## config.mk

```make
export PLATFORM = sky130hd
export DESIGN_NAME = stream_release_tracker
export DESIGN_NICKNAME = d
export VERILOG_FILES = /design/src/rtl/stream_release_pkg.sv /design/src/rtl/stream_release_fifo.sv /design/src/rtl/stream_release_tracker.sv
export SDC_FILE = /design/constraint.sdc
export NUM_CORES = 1
export LEC_CHECK = 0
export CORE_MARGIN = 2
export CORE_UTILIZATION = 51
export DETAILED_ROUTE_END_ITERATION = 8
export PLACE_DENSITY = 0.76
export SLEW_MARGIN = 20
export SYNTH_ARGS = -nofsm -noshare
export SYNTH_HDL_FRONTEND = slang
export SYNTH_SLANG_ARGS = --single-unit
```

## constraint.sdc

```tcl
create_clock -name aclk -period 5 [get_ports aclk]
set_input_delay 1 -clock aclk [delete_from_list [all_inputs] [get_ports aclk]]
set_output_delay 1 -clock aclk [all_outputs]
set_load 0.1 [all_outputs]
```

## src/rtl/stream_release_pkg.sv

```systemverilog
// Shared widths, default sizing and the {last,keep,data} entry type for the stream release tracker.
package stream_release_pkg;

    localparam int DEF_DEPTH        = 16;
    localparam int DEF_STREAM_WIDTH = 32;
    localparam int DEF_KEEP_WIDTH   = 1;

    localparam int ENTRY_W = 1 + DEF_KEEP_WIDTH + DEF_STREAM_WIDTH;
    localparam int CNT_W   = $clog2(DEF_DEPTH + 1);
    localparam int PTR_W   = $clog2(DEF_DEPTH);

    typedef struct packed {
        logic                        last;
        logic [DEF_KEEP_WIDTH-1:0]   keep;
        logic [DEF_STREAM_WIDTH-1:0] data;
    } entry_t;

    function automatic int cnt_width(input int depth);
        return $clog2(depth + 1);
    endfunction

    function automatic int ptr_width(input int depth);
        return (depth > 1) ? $clog2(depth) : 1;
    endfunction

    function automatic int entry_width(input int keep_w, input int data_w);
        return 1 + keep_w + data_w;
    endfunction

endpackage

```

## src/rtl/stream_release_fifo.sv

```systemverilog
// First-word fall-through FIFO: RAM array with registered read into a head register.
// fill counts every beat held, including the one sitting in the head register.
module stream_release_fifo
    import stream_release_pkg::*;
#(
    parameter int DEPTH = DEF_DEPTH,
    parameter int WIDTH = ENTRY_W
) (
    input  logic                         aclk,
    input  logic                         reset,
    input  logic                         wr_valid,
    output logic                         wr_ready,
    input  logic [WIDTH-1:0]             wr_data,
    output logic                         rd_valid,
    input  logic                         rd_ready,
    output logic [WIDTH-1:0]             rd_data,
    output logic [cnt_width(DEPTH)-1:0]  fill,
    output logic                         empty
);

    localparam int CNT_BITS = cnt_width(DEPTH);
    localparam int PTR_BITS = ptr_width(DEPTH);
    localparam logic [CNT_BITS-1:0] FULL_CNT = CNT_BITS'(DEPTH);

    logic [WIDTH-1:0]    mem [DEPTH];
    logic [PTR_BITS-1:0] wr_ptr_reg, rd_ptr_reg;
    logic [CNT_BITS-1:0] mem_cnt_reg, mem_cnt_next;
    logic [CNT_BITS-1:0] fill_reg, fill_next;
    logic [WIDTH-1:0]    head_reg;
    logic                head_valid_reg;
    logic                wr_ready_reg;
    logic                wr_en, rd_en, head_load;

    assign wr_en     = wr_valid && wr_ready_reg;
    assign rd_en     = head_valid_reg && rd_ready;
    // Only beats already resident in RAM feed the head, which gives the one-cycle fall-through latency.
    assign head_load = (mem_cnt_reg != '0) && (!head_valid_reg || rd_en);

    always_comb begin
        fill_next    = fill_reg;
        mem_cnt_next = mem_cnt_reg;
        if (wr_en && !rd_en && fill_reg != FULL_CNT)
            fill_next = fill_reg + CNT_BITS'(1);
        else if (rd_en && !wr_en && fill_reg != '0)
            fill_next = fill_reg - CNT_BITS'(1);
        if (wr_en && !head_load)
            mem_cnt_next = mem_cnt_reg + CNT_BITS'(1);
        else if (head_load && !wr_en)
            mem_cnt_next = mem_cnt_reg - CNT_BITS'(1);
    end

    always_ff @(posedge aclk) begin
        if (wr_en)
            mem[wr_ptr_reg] <= wr_data;
        if (head_load)
            head_reg <= mem[rd_ptr_reg];
    end

    always_ff @(posedge aclk) begin
        if (reset) begin
            wr_ptr_reg     <= '0;
            rd_ptr_reg     <= '0;
            mem_cnt_reg    <= '0;
            fill_reg       <= '0;
            head_valid_reg <= 1'b0;
            wr_ready_reg   <= 1'b0;
        end else begin
            if (wr_en)
                wr_ptr_reg <= wr_ptr_reg + PTR_BITS'(1);
            if (head_load)
                rd_ptr_reg <= rd_ptr_reg + PTR_BITS'(1);
            mem_cnt_reg  <= mem_cnt_next;
            fill_reg     <= fill_next;
            wr_ready_reg <= (fill_next != FULL_CNT);
            if (head_load)
                head_valid_reg <= 1'b1;
            else if (rd_en)
                head_valid_reg <= 1'b0;
        end
    end

    assign wr_ready = wr_ready_reg;
    assign rd_valid = head_valid_reg;
    assign rd_data  = head_reg;
    assign fill     = fill_reg;
    assign empty    = (fill_reg == '0);

endmodule

```

## src/rtl/stream_release_tracker.sv

```systemverilog
// Exit-side tracker: buffers pipeline output and pulses sigRelease once per released beat.
// Define STREAM_RELEASE_EARLY_EN to release on FIFO write instead of on downstream consumption.
module stream_release_tracker
    import stream_release_pkg::*;
#(
    parameter int DEPTH        = DEF_DEPTH,
    parameter int STREAM_WIDTH = DEF_STREAM_WIDTH,
    parameter int KEEP_WIDTH   = DEF_KEEP_WIDTH
) (
    input  logic                         aclk,
    input  logic                         reset,
    input  logic                         s_axis_tvalid,
    output logic                         s_axis_tready,
    input  logic                         s_axis_tlast,
    input  logic [STREAM_WIDTH-1:0]      s_axis_tdata,
    input  logic [KEEP_WIDTH-1:0]        s_axis_tkeep,
    output logic                         m_axis_tvalid,
    input  logic                         m_axis_tready,
    output logic                         m_axis_tlast,
    output logic [STREAM_WIDTH-1:0]      m_axis_tdata,
    output logic [KEEP_WIDTH-1:0]        m_axis_tkeep,
    output logic                         sigRelease,
    output logic [$clog2(DEPTH+1)-1:0]   fill,
    output logic                         empty
);

    localparam int ENTRY_BITS = entry_width(KEEP_WIDTH, STREAM_WIDTH);

    logic [ENTRY_BITS-1:0] wr_entry, rd_entry;
    logic                  release_event;
    logic                  release_event_reg;
    logic                  sig_release_reg;

    assign wr_entry = {s_axis_tlast, s_axis_tkeep, s_axis_tdata};

    stream_release_fifo #(
        .DEPTH (DEPTH),
        .WIDTH (ENTRY_BITS)
    ) u_fifo (
        .aclk     (aclk),
        .reset    (reset),
        .wr_valid (s_axis_tvalid),
        .wr_ready (s_axis_tready),
        .wr_data  (wr_entry),
        .rd_valid (m_axis_tvalid),
        .rd_ready (m_axis_tready),
        .rd_data  (rd_entry),
        .fill     (fill),
        .empty    (empty)
    );

    assign m_axis_tlast = rd_entry[ENTRY_BITS-1];
    assign m_axis_tkeep = rd_entry[STREAM_WIDTH +: KEEP_WIDTH];
    assign m_axis_tdata = rd_entry[STREAM_WIDTH-1:0];

`ifdef STREAM_RELEASE_EARLY_EN
    assign release_event = s_axis_tvalid && s_axis_tready;
`else
    assign release_event = m_axis_tvalid && m_axis_tready;
`endif

    // Two stages: event captured at edge N, pulse visible after edge N+1; reset drops anything in flight.
    always_ff @(posedge aclk) begin
        if (reset) begin
            release_event_reg <= 1'b0;
            sig_release_reg   <= 1'b0;
        end else begin
            release_event_reg <= release_event;
            sig_release_reg   <= release_event_reg;
        end
    end

    assign sigRelease = sig_release_reg;

endmodule

```

# After elaboration in Yosys (flattened, before gate mapping)
# Memories as Yosys holds them, arrays and structs flattened. A register that Yosys moved wholly into a read port is not among the register bits.
# Cells that the tools add are included.
[word_totals]
reg_bits = 22
ram_bits = 544
inputBits = 38
out_inout_bits = 43
word_cells = 44
n_memories = 1
[classes]
addsub = 6
eq_ne = 2
n_mux = 8
n_reduce_logical = 19
[mem_list]
columns = ["name", "depth", "width", "read_ports", "rd_ports_with_merged_regs", "wr", "line", "source"]
rows = [
  ["u_fifo.mem", 16, 34, 1, 1, 1, "stream_release_fifo.sv:25", "logic [WIDTH-1:0] mem [DEPTH];"],
]
[ops]
columns = ["cell", "count"]
rows = [
  ["two-way mux 5 bit", 4],
  ["adder 5 x 1 -> 5 bit (second input constant)", 2],
  ["inequality test 5 bit (second input constant)", 2],
  ["nonzero test 5 bit", 2],
  ["subtractor 5 x 1 -> 5 bit (second input constant)", 2],
  ["logical AND 1 bit", 9],
  ["adder 4 x 1 -> 4 bit (second input constant)", 2],
  ["logical NOT 5 bit", 1],
  ["logical NOT 1 bit", 4],
  ["two-way mux 1 bit", 4],
  ["nonzero test 2 bit", 2],
  ["logical OR 1 bit", 1],
]

# Logic depth before layout (Yosys ltp)
[depth]
ltp_word = 7
mapped_depth = 14
mapped_depth_nobuf = 13

# Modules after synthesis
# Synthesis repeated with hierarchy kept, for this count alone.
[unflattened]
cells_unflattened = 948
hier_area_um2 = 22865.7
[by_module_without_submodules]
columns = ["mod", "n_inst", "cells_per_inst", "area_per_inst_um2", "seq_area_each_um2"]
rows = [
  ["stream_release_fifo", 1, 944, 22810.6, 17757.0],
  ["stream_release_tracker", 1, 4, 55.1, 40.0],
]

# Worst setup path after synthesis
# No wires, ideal clock.
[synth_timing]
path_kind = "register to register"
from = "register u_fifo.wr_ready_reg, in the netlist u_fifo.wr_ready"
to = "memory u_fifo.mem[3][0] (netlist name) (enable)"
setup_time_ps = 467
arrival_ps = 4083
t_required_ps = 4533
setup_slack_ps = 450
path_stages_with_launch = 6
path_buffers = 1
period_less_slack_ps = 4550
cell_sequence = "dfxtp_1 nand2_1 inv_1 clkbuf_1 nand2_1 nor3_1"
[synth_between]
elab_chain_cells = 3
[synth_lines]
columns = ["item", "line", "source"]
rows = [
  ["start: declaration", "stream_release_fifo.sv:31", "logic wr_ready_reg;"],
  ["start signal: assignment", "stream_release_fifo.sv:74", "wr_ready_reg <= (fill_next != FULL_CNT);"],
  ["logical AND 1 bit", "stream_release_fifo.sv:34", "assign wr_en = wr_valid && wr_ready_reg;"],
  ["named net u_fifo.wr_en", "stream_release_fifo.sv:32", "logic wr_en, rd_en, head_load;"],
  ["two-way mux 1 bit", "stream_release_fifo.sv:53", "if (wr_en)"],
  ["two-way mux 1 bit (implied by the code)", "stream_release_fifo.sv:54", "mem[wr_ptr_reg] <= wr_data;"],
  ["end: declaration", "stream_release_fifo.sv:25", ""],
]
# The timed path passes the listed nets, and every way through them passes these cells.

# Worst setup path after layout
[layout_timing]
from = "register u_fifo.fill_reg[0], in the netlist u_fifo.fill[0]"
to = "output port empty"
[layout_between]
elab_chain_cells = 1
[layout_lines]
columns = ["item", "line", "source"]
rows = [
  ["start: declaration", "stream_release_fifo.sv:28", "logic [CNT_BITS-1:0] fill_reg, fill_next;"],
  ["start signal: assignment", "stream_release_fifo.sv:73", "fill_reg <= fill_next;"],
  ["logical NOT 5 bit", "stream_release_fifo.sv:86", "assign empty = (fill_reg == '0);"],
  ["end: declaration", "stream_release_tracker.sv:24", "output logic empty"],
]
# No other way between the ends.

==> results.json <==
{
  "io_buffer_count": 80,
  "drc": 0,
  "ctsHoldBuffers": 0,
  "internal-power_mw": 9.657,
  "p_sw_mw": 4.262,
  "fin_skew_ns": 0.01560,
  "cts-root-buf": "clkbuf_16",
  "die_h_um": 215.6,
  "clock.fmax_mhz": 237.7,
  "viasPerCell": 5.928,
  "p_seq_share_pct": 43.4,
  "initial_utilization_pct": 51.63,
  "clockBufferDepth": 3,
  "syn_area_um2": 22830,
  "pwr-share-clk_pct": 30.8,
  "detail-route-antenna-nets": 0,
  "fin_area_um2": 26320,
  "drive_above_1_share_pct": 25.11,
  "core_um2": 44220,
  "cp.arrival_ns": 3.21,
  "cts-htree-levels": 2,
  "cp_data_required_time_ns": 4.00,
  "cts_made_buffers": 58,
  "ioPinCount": 81,
  "grt_max_degree": 83,
  "cpPeakStageDelay_ns": 1.16,
  "die_w_um": 215.6,
  "crit_type": "flop to output port",
  "clk_latency_ns": 0.60,
  "antenna_found_initial": 1,
  "ys_ff_latch": 600,
  "wl_per_cell_um": 26.21,
  "path_cells": "inv_1 -> ha_1 -> or3b_2 -> nor2_1 -> clkdlybuf4s50_1",
  "clk_pin_slew_ns": 0.06,
  "cts_resized": 0,
  "rsz0062_at_grt": "false",
  "start_kind": "flop",
  "cts_setup_buffers": 0,
  "die_area_um2": 46480,
  "place.gp.congestion": 0.7946,
  "outcome": "completed",
  "setup_viol_count_final": 0,
  "yosys.area.top_type": "edfxtp_1",
  "yosysWarnings": 0,
  "cap_viol_max_count": 0,
  "layout.nets": 1129,
  "insertedDiodeCount": 0,
  "rows": 77,
  "overflow": 0,
  "hold_slack_ns": 0.4599,
  "synth_top_area_share_pct": 76.02,
  "clock_sinks": 600,
  "crit_family": "buffers and inverters",
  "crit_path_top_delay_cell": "clkdlybuf4s50_1",
  "area_growth_pct": 15.29,
  "tightest_slew_ns": 1.006,
  "critPathBufInv": 2,
  "synth_area_leaders": "edfxtp_1 76%, mux4_2 15%, mux4_1 2.6%, dfxtp_1 1.9%, ha_1 0.66%",
  "dp_hpwl_mm": 24.95,
  "drt_iter0_markers": 1130,
  "ys_seq_area_share_pct": 77.95,
  "syn_nets": 1009,
  "routed_wl_mm": 45.06,
  "grt_first_pass_wirelength_mm": 68.04,
  "num_vias": 10190,
  "setup_tns_ns": 0,
  "maxSlewHeadroom_pct": 32.69,
  "p_comb_share_pct": 25.8,
  "cp_max_fo": 8,
  "syn_avg_cell_area_um2": 23.83,
  "slew_viol_final": 0,
  "hold_class": "flop to flop",
  "power_density_nw_per_um2": 528.8,
  "min_period_ns": 4.207,
  "crit_path_end_kind": "output port",
  "max_flop_register": "u_fifo.mem",
  "peakVddDrop_mv": 0.3738,
  "finalHoldViolCount": 0,
  "dpl_cell_area_um2": 24450,
  "first_pass_iters": 5,
  "largest_reg_flops": 544,
  "cts_tree": "yes",
  "swShare_pct": 30.62,
  "grt_pass1_vias": 10582,
  "postSynthCellCount": 958,
  "period_share_pct": 84.15,
  "gr-usage-all-layers_pct": 19.84,
  "p_leak_nw": 8.166,
  "ys_types": 38
}
-- per-stage QoR --
step                power [mW]  worst slack [ns]  instances  utilization, %
finish                   13.92            0.7927       1719           59.53
global route             14.39            0.6846       1719           59.53
CTS                      14.06            0.7775       1719           59.53
detailed placement       9.787             1.274       1610           55.29
global placement         9.758             1.325       1610           55.29
floorplan                8.905            0.4497        958               -
-- cell families after synthesis --
logic type | share of synthesized area, %
adders and majority gates | 0.7453
xor gates and xnor gates | 0.4987
muxes | 17.19
and+or+nand+nor | 1.463
buffers and inverters | 1.419
DFF | 77.95
AOI/OAI and AO/OA | 0.7344
-- final timing paths --
kind	from	end	slack, ns	cells past startpoint
worst min-delay path	release_event_reg$_SDFF_PP0_	sigRelease$_SDFF_PP0_	0.46	1
worst max-delay path	u_fifo.fill[0]$_SDFF_PP0_	empty	0.79	5
worst max register to register	u_fifo.mem_cnt_reg[0]$_SDFFE_PP0P_	u_fifo.mem_cnt_reg[4]$_SDFFE_PP0P_	2.03	13
worst min register to register	release_event_reg$_SDFF_PP0_	sigRelease$_SDFF_PP0_	0.46	1
-- synthesized netlist by cell type (all sizes together) --
master,number
and3,2
nor3,5
xnor2,7
a311o,1
nand2,16
inv,11
o22ai,3
nor2,39
ha,12
o221a,1
a41oi,1
nand4,4
mux4,170
o21bai,1
edfxtp,578
a211oi,1
dfxtp,22
fa,1
or4,1
nand2b,3
o21a,1
o21ai,4
a31oi,2
nand3,1
a21oi,11
xor2,6
or3,1
mux2i,1
clkbuf,25
buf,22
a221oi,1
nor2b,3
or3b,1
-- cells in the final DEF (no fill, tap or decap), types with 2 or more instances in the layout --
cell | netlist | layout
nand2b_1 | 3 | 3
o21ai_0 | 4 | 4
xor2_1 | 6 | 6
bufinv_16 | 0 | 6
ha_1 | 12 | 12
clkinv_4 | 0 | 2
nand4_1 | 4 | 4
clkinv_2 | 0 | 14
mux4_1 | 23 | 23
clkinvlp_4 | 0 | 2
inv_1 | 11 | 11
dfxtp_1 | 22 | 18
clkdlybuf4s50_1 | 0 | 80
clkinv_1 | 0 | 14
o22ai_1 | 3 | 3
buf_4 | 5 | 25
edfxtp_1 | 578 | 578
clkbuf_16 | 0 | 59
inv_6 | 0 | 2
nor2_4 | 0 | 12
nor3_2 | 0 | 4
a31oi_1 | 2 | 2
dfxtp_4 | 0 | 3
nand2_1 | 16 | 16
buf_12 | 0 | 2
a21oi_1 | 11 | 11
and3_1 | 2 | 2
clkbuf_1 | 25 | 9
nor2_1 | 39 | 27
xnor2_1 | 7 | 7
mux4_2 | 147 | 147
nor2b_1 | 3 | 2
-- routing by layer --
metal / global-route usage, % / up-vias / share of wire, % / wire (um)
li1: - / 4317 / - / -
met1: 26.65 / 5459 / 41 / 18380
met2: 34.23 / 340 / 52 / 23480
met3: 3.228 / 72 / 5.2 / 2338
met4: 5.057 / 2 / 1.9 / 855
met5: 0 / - / 0.024 / 11
-- power groups by stage --
| stage | logic (mW) | clock network (mW) | registers [mW] |
|---|---|---|---|
| floorplan | 1.79 | 0 | 7.12 |
| detailed placement | 3.62 | 0 | 6.16 |
| global placement | 3.60 | 0 | 6.15 |
| global route | 3.77 | 4.53 | 6.08 |
| finish | 3.59 | 4.28 | 6.04 |
| CTS | 3.65 | 4.35 | 6.06 |
-- worst reg2reg max path, stage by stage (launching register included) --
cell and delay, ns:
dfxtp_1 0.34, or4_1 0.52, nor2_1 0.23, nor2b_4 0.06
inv_1 0.06, ha_1 0.21, inv_1 0.12, ha_1 0.30
nor2b_1 0.14, o21a_1 0.18, or3_1 0.30, a21oi_1 0.18
xnor2_1 0.13, nor2_1 0.05
-- final cells by class --
cell class	count	area [um^2]
fill	2987	17900
sequential	600	17810
multi-input combinational	300	4828
clock buffer	68	1510
timing repair buffer	107	1028
tap	592	740.7
clock inverter	41	364.1
inverter	11	41.29
No activity file was read; power rests on OpenSTA's default activity.
